<file path="config.mk">
export PLATFORM = sky130hd
export DESIGN_NAME = mux_scan_sequencer
export DESIGN_NICKNAME = d
export VERILOG_FILES = /design/src/rtl/mux_scan_sequencer.sv
export SDC_FILE = /design/constraint.sdc
export NUM_CORES = 1
export LEC_CHECK = 0
export ABC_AREA = 1
export CAP_MARGIN = 20
export CORE_MARGIN = 5
export CORE_UTILIZATION = 46
export DETAILED_ROUTE_END_ITERATION = 6
export GPL_TIMING_DRIVEN = 0
export PLACE_DENSITY_LB_ADDON = 0.1
export SLEW_MARGIN = 5
export SYNTH_ARGS = -nofsm -noshare
export SYNTH_HDL_FRONTEND = slang
export SYNTH_SLANG_ARGS = --single-unit
</file>
<file path="constraint.sdc">
create_clock -name clk -period 1.62 [get_ports clk]
set_input_delay 0.324 -clock clk [delete_from_list [all_inputs] [get_ports clk]]
set_output_delay 0.324 -clock clk [all_outputs]
set_load 0.05 [all_outputs]
</file>
<file path="src/rtl/mux_scan_sequencer.sv">
// mux_scan_sequencer
// Drives the select lines of a downstream 4:1 mux through inputs 0..3.
// At each address it waits SETTLE_CYCLES cycles and then samples mux_out.
// The four samples form the captured word, and a one-cycle done pulse marks
// the end of the scan.
// Handshake: start is accepted only in IDLE when abort is low. busy is high
// from the acceptance edge until the last sample is taken. done is high for
// exactly one cycle, and captured is valid in that cycle. captured holds its
// value until the next start is accepted. abort cancels a scan in SETTLE and
// has no effect in any other state.
// Optional feature: define MUXSEQ_PARITY_EN to add a registered parity
// output, which is the XOR of captured.

module mux_scan_sequencer #(
  parameter int SETTLE_CYCLES = 1
) (
  input  logic       clk,
  input  logic       reset_n,
  input  logic       start,
  input  logic       abort,
  input  logic       mux_out,
  output logic       address0,
  output logic       address1,
  output logic       busy,
  output logic       done,
  output logic [3:0] captured
`ifdef MUXSEQ_PARITY_EN
  ,
  output logic       parity
`endif
);

  // The settle counter is 4 bits wide, so only 1..15 can be represented.
  generate
    if (SETTLE_CYCLES < 1 || SETTLE_CYCLES > 15) begin : g_bad_settle
      $error("mux_scan_sequencer: SETTLE_CYCLES must be in 1..15");
    end
  endgenerate

  localparam logic [3:0] LP_RELOAD = 4'(SETTLE_CYCLES);

  typedef enum logic [1:0] {
    ST_IDLE   = 2'd0,
    ST_SETTLE = 2'd1,
    ST_DONE   = 2'd2
  } state_t;

  state_t     r_state;
  logic [1:0] r_sel;
  logic [3:0] r_cnt;
  logic       r_busy;
  logic       r_done;
  logic [3:0] r_captured;

  logic       w_accept;
  logic       w_sample;
  logic [3:0] w_sample_word;

  // Abort takes priority over start in IDLE.
  // Abort also takes priority over the pending sample in SETTLE.
  assign w_accept = (r_state == ST_IDLE) && start && !abort;
  assign w_sample = (r_state == ST_SETTLE) && !abort && (r_cnt == 4'd1);

  // Build the captured word with the current select bit replaced by mux_out.
  always_comb begin
    w_sample_word        = r_captured;
    w_sample_word[r_sel] = mux_out;
  end

  // Scan FSM. The select, counter, busy, done and captured registers
  // are all updated in this one block.
  always_ff @(posedge clk or negedge reset_n) begin
    if (!reset_n) begin
      r_state    <= ST_IDLE;
      r_sel      <= 2'd0;
      r_cnt      <= 4'd0;
      r_busy     <= 1'b0;
      r_done     <= 1'b0;
      r_captured <= 4'b0000;
    end else begin
      r_done <= 1'b0;
      case (r_state)
        ST_IDLE: begin
          r_sel  <= 2'd0;
          r_busy <= 1'b0;
          if (w_accept) begin
            r_state    <= ST_SETTLE;
            r_cnt      <= LP_RELOAD;
            r_captured <= 4'b0000;
            r_busy     <= 1'b1;
          end
        end
        ST_SETTLE: begin
          if (abort) begin
            r_state <= ST_IDLE;
            r_sel   <= 2'd0;
            r_cnt   <= 4'd0;
            r_busy  <= 1'b0;
          end else if (w_sample) begin
            r_captured <= w_sample_word;
            if (r_sel == 2'd3) begin
              r_state <= ST_DONE;
              r_cnt   <= 4'd0;
              r_busy  <= 1'b0;
              r_done  <= 1'b1;
            end else begin
              r_sel <= r_sel + 2'd1;
              r_cnt <= LP_RELOAD;
            end
          end else begin
            r_cnt <= r_cnt - 4'd1;
          end
        end
        ST_DONE: begin
          r_state <= ST_IDLE;
          r_sel   <= 2'd0;
        end
        default: begin
          r_state <= ST_IDLE;
          r_sel   <= 2'd0;
          r_busy  <= 1'b0;
        end
      endcase
    end
  end

  assign address0 = r_sel[0];
  assign address1 = r_sel[1];
  assign busy     = r_busy;
  assign done     = r_done;
  assign captured = r_captured;

`ifdef MUXSEQ_PARITY_EN
  logic r_parity;

  // Parity tracks captured: it is cleared on start and updated on each sample.
  always_ff @(posedge clk or negedge reset_n) begin
    if (!reset_n) begin
      r_parity <= 1'b0;
    end else if (w_accept) begin
      r_parity <= 1'b0;
    end else if (w_sample) begin
      r_parity <= ^w_sample_word;
    end
  end

  assign parity = r_parity;
`endif

endmodule

</file>
## After elaboration in Yosys (flattened, before gate mapping)

Index checks and enable logic that the tools add are counted.
Widths: inputs -> output; s select.

- Register bits: 14
- Word-level logic and storage cells: 64
- Memories kept: 0
- Bits in read-only memories: 0
- Bits in writable memories: 0
- Bits in latches: 0
- Bits of input ports: 5
- Output and inout port bits: 8

- Shift operators: 0
- Order comparisons: 2
- Eq/ne operators: 10
- Mux-type cells: 30
- $add $sub $neg: 2
- Bitwise logic cells: 1
- Reductions and logical operators: 13
- Divide/modulo/power cells: 0
- $mul: 0

Operator list:

| kind | number |
|---|---|
| $mux 4 | 6 |
| $mux 2 | 8 |
| $pmux 4 s2 | 2 |
| $mux 1 | 10 |
| $ne 2x2->1 const B | 3 |
| $ne 3x3->1 const B | 2 |
| $reduce_and 3->1 | 2 |
| $logic_and 1x1->1 | 5 |
| $bwmux 4 | 1 |
| $eq 2x2->1 const B | 2 |
| $eq 4x1->1 const B | 1 |
| $pmux 2 s2 | 1 |
| $reduce_and 2->1 | 2 |
| $reduce_and 4->1 | 1 |
| $sub 4x1->4 const B | 1 |
| $lt 2x3->1 const B | 1 |
| $ne 3x2->1 const B | 1 |
| $pmux 1 s3 | 1 |
| $add 2x1->2 const B | 1 |
| $demux 1 s2 | 1 |
| $eq 2x1->1 const B | 1 |
| $ge 2x1->1 const B | 1 |
| $logic_not 2->1 | 1 |
| $reduce_bool 2->1 | 1 |
| 2 further kinds | 2 |

## Longest topological paths before layout

- Word-level depth: 8
- Depth in mapped cells: 9

## Worst setup path after synthesis

Ideal clock, no wire load.

- Kind: flip-flop to flip-flop
- Start point: register r_sel[1]
- End point: register r_busy, in the netlist busy
- Data required time: 1.498 ns
- Arrival time: 1.317 ns
- Slack: 0.181 ns
- Cell stages (with the launch flop): 7
- Cell sequence: dfrtp_1 -> ha_1 -> inv_1 -> o21ai_2 -> nand2_1 -> nand2_1 -> nand2_1

- Cells in the longest elaborated chain, start to end: 3

RTL lines:

| element | RTL line | text |
|---|---|---|
| start: declaration | 49 | `logic [1:0] r_sel;` |
| start signal: assignment | 107 | `r_sel <= r_sel + 2'd1;` |
| $eq 2x2->1 | 101 | `if (r_sel == 2'd3) begin` |
| $ne 3x2->1 (no source line) | - |  |
| $reduce_and 3->1 (no source line) | - |  |
| end signal: assignment | 98 | `r_busy <= 1'b0;` |
| end signal: assignment | 104 | `r_busy <= 1'b0;` |
| end signal: assignment | 121 | `r_busy <= 1'b0;` |
| end: declaration | 51 | `logic r_busy;` |

Every way passes these cells.
A chain may end at the register's enable or synchronous reset.

## Worst setup path after layout

- Start point: register r_sel[0]
- End point: output address0

RTL lines:

| element | RTL line | text |
|---|---|---|
| end: declaration | 22 | `output logic address0,` |

No word-level cell between the ends.

==> impl_metrics.ini <==
[outcome]
status = finished clean

[layout]
final_nets = 126
drive_above_1_share = 0.167
n_antenna_cell = 0
post-route-util = 0.583
multi_input_area_um2 = 408
stdcell_count = 139
fillerInstances = 171
final-seq-area_um2 = 350
area_growth_pct = 21.7

[floorplan]
die_area_um2 = 2720
fp-row-count = 15
dieWidth_um = 52.2
top_level_ports = 13
core_um2 = 1710
initial_utilization = 0.479
die_h_um = 52.2

[placed_design]
dp.cells = 135
gp_congestion = 0.790
io_buffers = 12
dp_hpwl_um = 1130

[setup_path]
ff2ff_path_depth = 9
cp_slowest_cell = dlygate4sd2_1
critPathTopFamily = buffers and inverters
critPathKind = reg -> out
path_max_fanout = 4
crit_path_end_kind = output port
cpPeakStageDelay_ps = 550
cp_cell_sequence = dlygate4sd2_1
worst-path-buf-inv = 1
required_ps = 1300
startpoint_type = flop
critPathArrivalTime_ps = 1220
cp.depth = 1

[yosys]
synthMuxAreaShare = 0
synth-seq-cells = 14
yosys-top-cells-count = 26 x nand2_1, 14 x dfrtp_1, 12 x inv_1
synth.avg_cell_area_um2 = 8.35
syn_inst = 98
synth_top_area_share = 0.428
ys.flop_type = dfrtp_1
netlist_area_um2 = 818
syn-num-nets = 109
synth_edf_count = 0
synth-xor-area-share = 0.0107
synth_fa_ha_area_frac = 0.0917
yosysSeqAreaShare = 0.428
async_flop_share = 1.00
synth.most_common_cell = nand2_1
synth_top_family_by_area = simple AND/OR/NAND/NOR gates
synth_area_leaders = dfrtp_1 43%, nand2_1 12%, ha_1 9.2%, nand3_1 5.5%, inv_1 5.5%
ys_types = 18
synth_compound_area_frac = 0.0657
synth_top_area_cell = dfrtp_1
yosysWarnings = 0
synth-simple-area-share = 0.330

[sta]
clock_skew_ps = 3.24
setup_viol = 0
max_freq_mhz = 649
slew_violations = 0
max_slew_margin = 0.571
setup-tns-final_ps = 0
finalCritPeriodShare = 0.952
period_needed_ps = 1540
hold_viol = 0
tightest_slew_ps = 641
rsz0062_at_grt = no

[grt]
grt_pass1_wl_um = 2680
grtUsageTotal = 0.136
gr-total-overflow = 0
antenna_found_initial = 0
grt_pass1_vias = 600
grt_max_degree = 15

[clock_tree]
clock_sinks = 14
cts_buffer_depth = 2
cts_tree = yes
hold_buffers = 0
clk_latency_ps = 280
cts_setup_buffers = 0
h-tree-depth = 1
cts_root_buf = clkbuf_4
path_clk_slew_ps = 90
numCtsBuffers = 3

[detailed_routing]
vias_per_cell = 4.54
drtPass1Iterations = 4
drt-initial-drc-count = 6
vias = 631
ant_nets = 0
wl_per_cell_um = 10.4
routed_wl_um = 1450
drc_errors = 0

[pwr]
vdd_drop_max_mv = 0.592
powerDensity_nw_per_um2 = 1010
p_leak_nw = 0.539

[flow_run]
max-cap-violations = 0

[worst_hold_path]
hold_path_class = in -> async
[registers in the layout, indices dropped and copies added, names as in the netlist]
register	cells
r_cnt	4
busy	1
done	1
r_sel	2
captured	4
r_state	2
[where the power goes]
| group | switching (mW) | leakage (nW) | internal, mW |
|---|---|---|---|
| sequential | 0.0284 | 0.189 | 0.389 |
| combinational | 0.228 | 0.330 | 0.110 |
| clock | 0.114 | 0.0210 | 0.137 |
[logic make-up (layout without fill, tap and decap cells)]
group                    Yosys count  after routing
AO/OA/AOI/OAI                      9              9
adder cells (fa/ha/maj)            6              6
buffers and inverters             16             32
AND/OR/NAND/NOR                   52             52
flip-flops                        14             14
XOR/XNOR                           1              1
[cell usage in the layout, fill, tap and decap left out, drive strengths merged, types with 4 or more instances in the layout]
cell,synthesis,routed
nand2,30,30
nor2,8,8
clkbuf,0,4
clkdlybuf4s50,0,4
dfrtp,14,14
ha,6,6
nand3,9,9
nor3,4,4
inv,16,16
dlygate4sd2,0,8
o21ai,8,8
[stage by stage]
stage / setup slack [ps] / total power, mW / hold slack [ps] / cell area (um^2)
after global routing: 23.1 / 1.09 / 481 / 996
after CTS: 50.5 / 1.03 / 449 / 996
after detailed placement: -19.7 / 0.772 / 457 / 970
after global placement: 21.2 / 0.765 / 453 / 970
final: 78.2 / 1.01 / 433 / 996
after floorplan: 181 / 0.686 / 28.4 / 818
[path summary, 6_finish.rpt]
check                                   startpoint                      end  slack (ps)
min in group clk           captured[3]$_DFFE_PN0P_  captured[3]$_DFFE_PN0P_         470
min                                        reset_n         busy$_DFFE_PN0P_         430
max in group asynchronous                  reset_n     r_cnt[2]$_DFFE_PN0P_         770
max reg2reg                   r_cnt[1]$_DFFE_PN0P_  captured[1]$_DFFE_PN0P_         270
min reg2reg                captured[3]$_DFFE_PN0P_  captured[3]$_DFFE_PN0P_         470
max                           r_sel[0]$_DFFE_PN0P_                 address0          80
[routing by layer]
metal  routed length [um]  track usage  vias up  part of all wire
met1                  666        0.184      275              0.46
met2                  700        0.205       12              0.48
met5                    0            0        -                 0
met3                   72       0.0541        2             0.050
li1                     -            -      342                 -
met4                   12       0.0255        0            0.0083
[timing repair]
item,CTS,global route
resized for setup,8,0
hold endpoints to repair,0,0
setup endpoints to repair,8,0
[layout make-up]
cell class	instances	share of cell area
Multi-Input combinational cell	68	0.410
Sequential cell	14	0.352
Timing Repair Buffer	12	0.111
Inverter	16	0.0603
Clock buffer	4	0.0364
Tap cell	25	0.0314
Power figures use the tool's default switching activity.
